--- src/rtl/uart_pkg.sv ---
// Shared types and helpers for the oversampling UART receiver and its companions.
package uart_pkg;

  localparam int MAX_DATA_BITS = 9;

  typedef enum logic [1:0] {
    PAR_NONE,
    PAR_ODD,
    PAR_EVEN
  } parity_t;

  typedef enum logic [2:0] {
    IDLE,
    START,
    DATA,
    PARITY,
    STOP
  } rx_state_t;

  function automatic logic parity_of(input logic [MAX_DATA_BITS-1:0] data);
    return ^data;
  endfunction

endpackage

--- src/rtl/uart_sync.sv ---
// Two-flop synchronizer for an asynchronous single-bit input.
module uart_sync #(
  parameter logic RESET_VAL = 1'b1
) (
  input  logic clk,
  input  logic rst_n,
  input  logic d,
  output logic q
);

  logic meta_p0;

  always_ff @(posedge clk or negedge rst_n) begin
    if (!rst_n) begin
      meta_p0 <= RESET_VAL;
      q       <= RESET_VAL;
    end else begin
      meta_p0 <= d;
      q       <= meta_p0;
    end
  end

endmodule

--- src/rtl/uart_rx_os.sv ---
// Oversampling UART receiver: majority-voted bits, optional parity, 1/2 stop bits,
// valid/ready delivery with framing, parity and overrun status.
module uart_rx_os
  import uart_pkg::*;
#(
  parameter int      DATA_BITS  = 8,
  parameter parity_t PARITY     = PAR_NONE,
  parameter int      STOP_BITS  = 1,
  parameter int      OVERSAMPLE = 16
) (
  input  logic                 clk,
  input  logic                 rst_n,
  input  logic                 baud_tick,
  input  logic                 rx_in,
  output logic [DATA_BITS-1:0] rx_data,
  output logic                 rx_valid,
  input  logic                 rx_ready,
  output logic                 frame_err,
  output logic                 parity_err,
  output logic                 overrun_err
);

  localparam int            CW    = $clog2(OVERSAMPLE);
  localparam int            BCW   = $clog2(DATA_BITS);
  localparam logic [CW-1:0] SMP_A = CW'(OVERSAMPLE / 2 - 1);
  localparam logic [CW-1:0] SMP_B = CW'(OVERSAMPLE / 2);
  localparam logic [CW-1:0] SMP_C = CW'(OVERSAMPLE / 2 + 1);
  localparam logic [CW-1:0] WRAP  = CW'(OVERSAMPLE - 1);

  logic rx_s;

  uart_sync #(.RESET_VAL(1'b1)) u_sync (
    .clk  (clk),
    .rst_n(rst_n),
    .d    (rx_in),
    .q    (rx_s)
  );

  rx_state_t                state;
  logic [CW-1:0]            os_cnt;
  logic [BCW-1:0]           bit_cnt;
  logic                     prev_s;
  logic                     par_flag;
  logic                     frm_flag;
  logic                     vote_a;
  logic                     vote_b;
  logic [DATA_BITS-1:0]     shift_reg;
  logic                     at_res;
  logic                     at_wrap;
  logic                     maj;
  logic                     exp_par;
  logic                     last_stop;
  logic [MAX_DATA_BITS-1:0] data_ext;

  always_comb begin
    at_res    = baud_tick && (os_cnt == SMP_C);
    at_wrap   = baud_tick && (os_cnt == WRAP);
    maj       = (vote_a & vote_b) | (vote_a & rx_s) | (vote_b & rx_s);
    data_ext  = '0;
    data_ext[DATA_BITS-1:0] = shift_reg;
    exp_par   = (PARITY == PAR_ODD) ? ~parity_of(data_ext) : parity_of(data_ext);
    last_stop = (bit_cnt == BCW'(STOP_BITS - 1));
  end

  // The first two votes are held; the third is the live sample at SMP_C.
  always_ff @(posedge clk) begin
    if (baud_tick && (os_cnt == SMP_A)) vote_a <= rx_s;
    if (baud_tick && (os_cnt == SMP_B)) vote_b <= rx_s;
    if (at_res && (state == DATA)) shift_reg <= {maj, shift_reg[DATA_BITS-1:1]};
  end

  always_ff @(posedge clk or negedge rst_n) begin
    if (!rst_n) begin
      state       <= IDLE;
      os_cnt      <= '0;
      bit_cnt     <= '0;
      prev_s      <= 1'b1;
      par_flag    <= 1'b0;
      frm_flag    <= 1'b0;
      rx_data     <= '0;
      rx_valid    <= 1'b0;
      frame_err   <= 1'b0;
      parity_err  <= 1'b0;
      overrun_err <= 1'b0;
    end else begin
      overrun_err <= 1'b0;
      if (rx_valid && rx_ready) rx_valid <= 1'b0;
      if (baud_tick) begin
        prev_s <= rx_s;
        if (state != IDLE) os_cnt <= (os_cnt == WRAP) ? '0 : os_cnt + CW'(1);
        case (state)
          IDLE: begin
            if (!rx_s && prev_s) begin
              os_cnt   <= '0;
              par_flag <= 1'b0;
              frm_flag <= 1'b0;
              state    <= START;
            end
          end
          START: begin
            if (at_res && maj) begin
              state <= IDLE;
            end else if (at_wrap) begin
              bit_cnt <= '0;
              state   <= DATA;
            end
          end
          DATA: begin
            if (at_wrap) begin
              if (bit_cnt == BCW'(DATA_BITS - 1)) begin
                bit_cnt <= '0;
                state   <= (PARITY == PAR_NONE) ? STOP : uart_pkg::PARITY;
              end else begin
                bit_cnt <= bit_cnt + BCW'(1);
              end
            end
          end
          uart_pkg::PARITY: begin
            if (at_res && (maj != exp_par)) par_flag <= 1'b1;
            if (at_wrap) begin
              bit_cnt <= '0;
              state   <= STOP;
            end
          end
          STOP: begin
            // Leave at the last stop bit's vote so a back-to-back start edge is not missed.
            if (at_res) begin
              if (!maj) frm_flag <= 1'b1;
              if (last_stop) begin
                state <= IDLE;
                if (!rx_valid || rx_ready) begin
                  rx_data    <= shift_reg;
                  frame_err  <= frm_flag | ~maj;
                  parity_err <= par_flag;
                  rx_valid   <= 1'b1;
                end else begin
                  overrun_err <= 1'b1;
                end
              end
            end
            if (at_wrap) bit_cnt <= bit_cnt + BCW'(1);
          end
          default: state <= IDLE;
        endcase
      end
    end
  end

endmodule

--- config.mk ---
export PLATFORM = sky130hd
export DESIGN_NAME = uart_rx_os
export DESIGN_NICKNAME = d
export VERILOG_FILES = /design/src/rtl/uart_pkg.sv /design/src/rtl/uart_sync.sv /design/src/rtl/uart_rx_os.sv
export SDC_FILE = /design/constraint.sdc
export NUM_CORES = 1
export LEC_CHECK = 0
export CAP_MARGIN = 25
export CELL_PAD_IN_SITES_DETAIL_PLACEMENT = 0
export CELL_PAD_IN_SITES_GLOBAL_PLACEMENT = 1
export CORE_AREA = 2 2 63 65
export DETAILED_ROUTE_END_ITERATION = 10
export DIE_AREA = 0 0 65 67
export PLACE_DENSITY_LB_ADDON = 0.1
export SETUP_SLACK_MARGIN = 0.3
export SLEW_MARGIN = 10
export SYNTH_ARGS = -nofsm -noshare
export SYNTH_HDL_FRONTEND = slang
export SYNTH_SLANG_ARGS = --single-unit
--- constraint.sdc ---
create_clock -name clk -period 3.4 [get_ports clk]
set_input_delay 0.68 -clock clk [delete_from_list [all_inputs] [get_ports clk]]
set_output_delay 0.68 -clock clk [all_outputs]
set_load 0.01 [all_outputs]
**After elaboration in Yosys (flattened, before gate mapping)**

Index checks and enable logic that the tools add are counted.

- Add/subtract/negate cells: 2
- Equal/unequal tests: 21
- Muxes and demuxes: 36
- Bitwise logic cells: 7
- Reductions and logical operators: 24

Operators by type and width:

| operator | number |
|---|---|
| 3-bit two-way mux | 13 |
| 2-bit != test (second input constant) | 9 |
| 4-bit two-way mux | 4 |
| 1-bit two-way mux | 15 |
| 3-bit one-hot mux with 5 select lines | 1 |
| 5-bit AND reduction | 3 |
| 4-bit == test (second input constant) | 3 |
| 3-bit one-hot mux with 4 select lines | 1 |
| 1-bit logical AND | 9 |
| 9-bit XOR reduction | 1 |
| 8-bit AND reduction | 1 |
| 3-bit by 2-bit == test with 1-bit output (second input constant) | 2 |
| 3-bit == test (second input constant) | 2 |
| 3-bit logical NOT | 2 |
| 4-bit by 1-bit adder with 4-bit output (second input constant) | 1 |
| 4-bit by 3-bit == test with 1-bit output (second input constant) | 1 |
| 1-bit one-hot mux with 2 select lines | 2 |
| 4-bit AND reduction | 1 |
| 2-bit nonzero test | 2 |
| 4-bit nonzero test | 1 |
| 3-bit by 1-bit adder with 3-bit output (second input constant) | 1 |
| 1-bit AND | 3 |
| 3-bit by 1-bit == test with 1-bit output (second input constant) | 1 |
| 3-bit != test (second input constant) | 1 |
| other kinds (7) | 10 |

- Logic and storage cells: 106
- Flip-flop bits (word level): 37

**Longest topological paths before layout**

- Word-level depth: 7
- Gate-level depth with buffers: 7
- Gate-level depth less buffers: 6

**By module**

Synthesis repeated with hierarchy kept, for this count alone.

- Cells, all modules: 148
- Area, all modules: 1860.5 um^2

Modules (own cells, without submodules):

| module | area each (um^2) | seq. area each (um^2) | cells an instance | times used |
|---|---|---|---|---|
| uart_rx_os | 1808.0 | 927.1 | 146 | 1 |
| uart_sync | 52.6 | 52.6 | 2 | 1 |

**Worst setup path after synthesis**

No wires, ideal clock.

- Kind: input -> register
- From: input port baud_tick
- To: register shift_reg[0] (enable)
- Path buffers: 1
- Cell stages on the path: 3
- Arrival: 1.754 ns
- Path slack: 1.262 ns
- Cells stage by stage: clkbuf_1 nand4b_1 nor3_1

- Cells in the longest elaborated chain, start to end: 2

Ends and longest elaborated chain:

| element | line | text |
|---|---|---|
| start: declaration | uart_rx_os.sv:13 | `input logic baud_tick,` |
| 1-bit logical AND | uart_rx_os.sv:56 | `at_res = baud_tick && (os_cnt == SMP_C);` |
| 1-bit logical AND | uart_rx_os.sv:69 | `if (at_res && (state == DATA)) shift_reg <= {maj, shift_reg[DATA_BITS-1:1]};` |
| end signal: assignment | uart_rx_os.sv:69 |  |
| end: declaration | uart_rx_os.sv:47 | `logic [DATA_BITS-1:0] shift_reg;` |

No other way between the ends.
A chain may end at the register's enable or synchronous reset.

**Final worst setup path**

- From: input port baud_tick
- To: register rx_data[2]

- Cells in the longest elaborated chain, start to end: 2

Ends and longest elaborated chain:

| element | line | text |
|---|---|---|
| 1-bit logical AND | uart_rx_os.sv:56 |  |
| 5-bit AND reduction (no line) * | - |  |
| end signal: assignment | uart_rx_os.sv:132 | `rx_data <= shift_reg;` |
| end: declaration | uart_rx_os.sv:15 | `output logic [DATA_BITS-1:0] rx_data,` |

Every way passes the cells marked *; elsewhere a longest branch is shown, timed or not.

==> reports/metrics.csv <==
metric,value,unit
status,completed,
DR WL met2,1430,um
pwr/cell area,667.8,mW/mm^2
area occupied by registers,979.7,um^2
DP HPWL,2135,um
total power,1.384,mW
Mean Syn Cell Area,12.18,um^2
"Seq/Total Area, Yosys",55.85,%
share of cells above drive strength 1,12.12,%
Sw Pwr,0.4419,mW
CTS Buffer Depth,2,
DR WL/cell,14.15,um
H-tree levels,2,
pin count of the biggest net entering global routing,28,
final core utilization,57.49,%
width of the chip,65,um
DR vias,1146,
worst setup path class,in -> reg,
slowest CP cell,clkdlybuf4s50_1,
r2r startpoint,os_cnt[1]$_DFFE_PN0P_,
Leak,0.9029,nW
skew final,0.006459,ns
WL met3,142,um
Power Internal,0.9426,mW
share of power burned in registers,47.1,%
CP Max Fanout,15,
CP bufs+invs,3,
clock share of power,26.0,%
Worst-Skew Late Latency,0.28,ns
total I/O pin count,17,
Die Ht,67,um
TritonRoute pass-1 iters,4,
Synth Register Bits,37,
Gate power share,26.9,%
Num CTS Buffers,5,
hold_buf cts,0,
Worst EP required,3.56,ns
mapped cell area,0.001754,mm^2
crit-path leading delay family,buffers and inverters,
max cap viols,0,
data arrival time of the critical path,2.40,ns
"worst slack, placed",0.8596,ns
HP Class,reg -> reg,
Unique masters post-synth,46,
DRC,0,
GR Util All Layers,16.99,%
core area,0.003606,mm^2
RSZ-0062 raised after global routing,false,
critical-path cell list,"clkdlybuf4s50_1, buf_4, and4b_4, nand4_2, nor2b_1, buf_4, mux2_1",
routability cong.,0.8086,
worst setup margin,1.162,ns
post-synth net total,155,
"Warnings, synthesis",0,
Final Cell Area,0.002073,mm^2
worst reg-to-reg setup slack,1.52,ns
area of the multi-input gates,710.7,um^2
Fillers,309,
switching part of the total,31.92,%
Post-DRT Antenna Nets,0,
Top Layer Used,met4,
min Tclk post-route,2.238,ns
critical path's most frequent cell,buf_4,
Hold Crit Start,u_sync.meta_p0$_DFF_PN1_,
Final Hold Vio Count,0,
gr ovfl total,0,
FP Rows,22,
Mapped Cells,144,
number of synthesized flops with an enable pin,10,
Worst setup EP type,flop,
Total Wirelength,3014,um
total inserted antenna cells,0,
Hold Crit Depth,0,
Setup Viol. Count Final,0,
Worst-path clk slew,0.07,ns
Critical Path Start Type,input pin,
RR Endpoint,rx_data[2]$_DFFE_PN0P_,
total clock sinks,37,
Worst slew margin,61.60,%
via density per instance,5.380,
period utilization,65.82,%
vias in the first global route,1140,
setup bufs post-CTS,0,
initial antenna violation count,0,
ys async rst share,72.97,%
WL met1,1383,um
Clock Tree Root,clkbuf_8,
post_cts resized,0,
top_reg_cell synth,dfrtp_1,
CTS tree,built,
Placed Area,0.001967,mm^2
Worst Tran Pin Value,0.5715,ns
fmax,446.9,MHz
setup TNS,0,ns
Max VDD drop,307.4,uV
Port Buffers,16,
Starting Density,48.65,%
first-pass GRT wire length,5464,um
cell depth of the worst flop-to-flop path,7,
Final Max Tran Viols,0,
DIE AREA,0.004355,mm^2
Hold EP,u_sync.q$_DFF_PN1_,
Critical Path Max Stage Delay,0.45,ns
number of nets in the layout,175,
Synth-to-Final Area Change,18.19,%
Initial DRC Count,54,
power groups by stage:
stage,Combinational (mW),Clock [mW],Sequential [mW]
after floorplan,0.341,0,0.597
after global placement,0.368,0,0.656
after detailed placement,0.376,0,0.660
after CTS,0.378,0.373,0.650
after global routing,0.424,0.393,0.670
final,0.373,0.360,0.652
routing by layer:
metal | global-route usage [%] | up-vias
met1 | 21.64 | 550
met2 | 26.16 | 32
met4 | 9.840 | 0
met5 | 0 | -
li1 | - | 559
met3 | 4.392 | 5
logic make-up after synthesis:
group / count (synthesis) / synth area share, %
flip-flops: 37 / 55.85
buffers and inverters: 14 / 3.638
AND/OR/NAND/NOR: 43 / 14.05
adder cells (fa/ha/maj): 7 / 4.850
XOR/XNOR: 7 / 4.279
multiplexers: 11 / 7.061
AO/OA/AOI/OAI: 25 / 10.27
through the flow:
| stage | hold WS [ns] | instances |
|---|---|---|
| 6_report | 0.3574 | 213 |
| 5_1_grt | 0.3680 | 213 |
| 4_1_cts | 0.3575 | 213 |
| 3_5_place_dp | 0.3468 | 205 |
| 3_3_place_gp | 0.3455 | 205 |
| 2_1_floorplan | 0.3452 | 144 |
synthesized netlist by cell type (3+ instances only):
| cell type | count | share of area (%) |
|---|---|---|
| dfstp_2 | 3 | 4.5 |
| nand2_1 | 12 | 2.6 |
| o21ai_1 | 7 | 2.0 |
| nor2b_1 | 4 | 1.4 |
| nand3_1 | 5 | 1.4 |
| nor2_1 | 5 | 1.1 |
| ha_1 | 6 | 4.3 |
| dfrtp_1 | 24 | 34 |
| buf_2 | 3 | 0.86 |
| edfxtp_1 | 10 | 17 |
| nor3_1 | 3 | 0.86 |
| xnor2_1 | 6 | 3.0 |
| inv_1 | 5 | 1.1 |
| mux2_1 | 11 | 7.1 |
| nand2b_1 | 3 | 1.1 |
how the worst max path moves through the flow:
stage               cells past startpoint                      to  slack, ns      start
floorplan                               3  shift_reg[0]$_DFFE_PP_       1.26  baud_tick
global placement                        7  rx_data[0]$_DFFE_PN0P_       0.90  baud_tick
detailed placement                      7  rx_data[2]$_DFFE_PN0P_       0.86  baud_tick
CTS                                     7  rx_data[2]$_DFFE_PN0P_       1.16  baud_tick
global route                            7  rx_data[6]$_DFFE_PN0P_       1.07  baud_tick
finish                                  7  rx_data[2]$_DFFE_PN0P_       1.16  baud_tick
layout by cell type, fill, tap and decap left out, drive strengths merged, types with 3 or more instances in the layout:
master	instances
nor3	3
clkdlybuf4s50	16
dfstp	3
nand4	3
clkbuf	6
xnor2	6
mux2	11
nor2b	4
nand3	5
inv	7
dfrtp	24
buf	4
ha	6
edfxtp	10
nor2	5
nand2	12
nand2b	3
o21ai	9
layout make-up:
| class | instances | share of cell area (%) |
|---|---|---|
| clock buffers | 6 | 3.500 |
| well taps | 48 | 2.897 |
| multi-input cells | 93 | 34.28 |
| flip-flops and latches | 37 | 47.25 |
| clock inverters | 2 | 1.629 |
| inverters | 7 | 1.267 |
| repair buffers | 20 | 9.173 |
(Power assumes the default switching activity.)
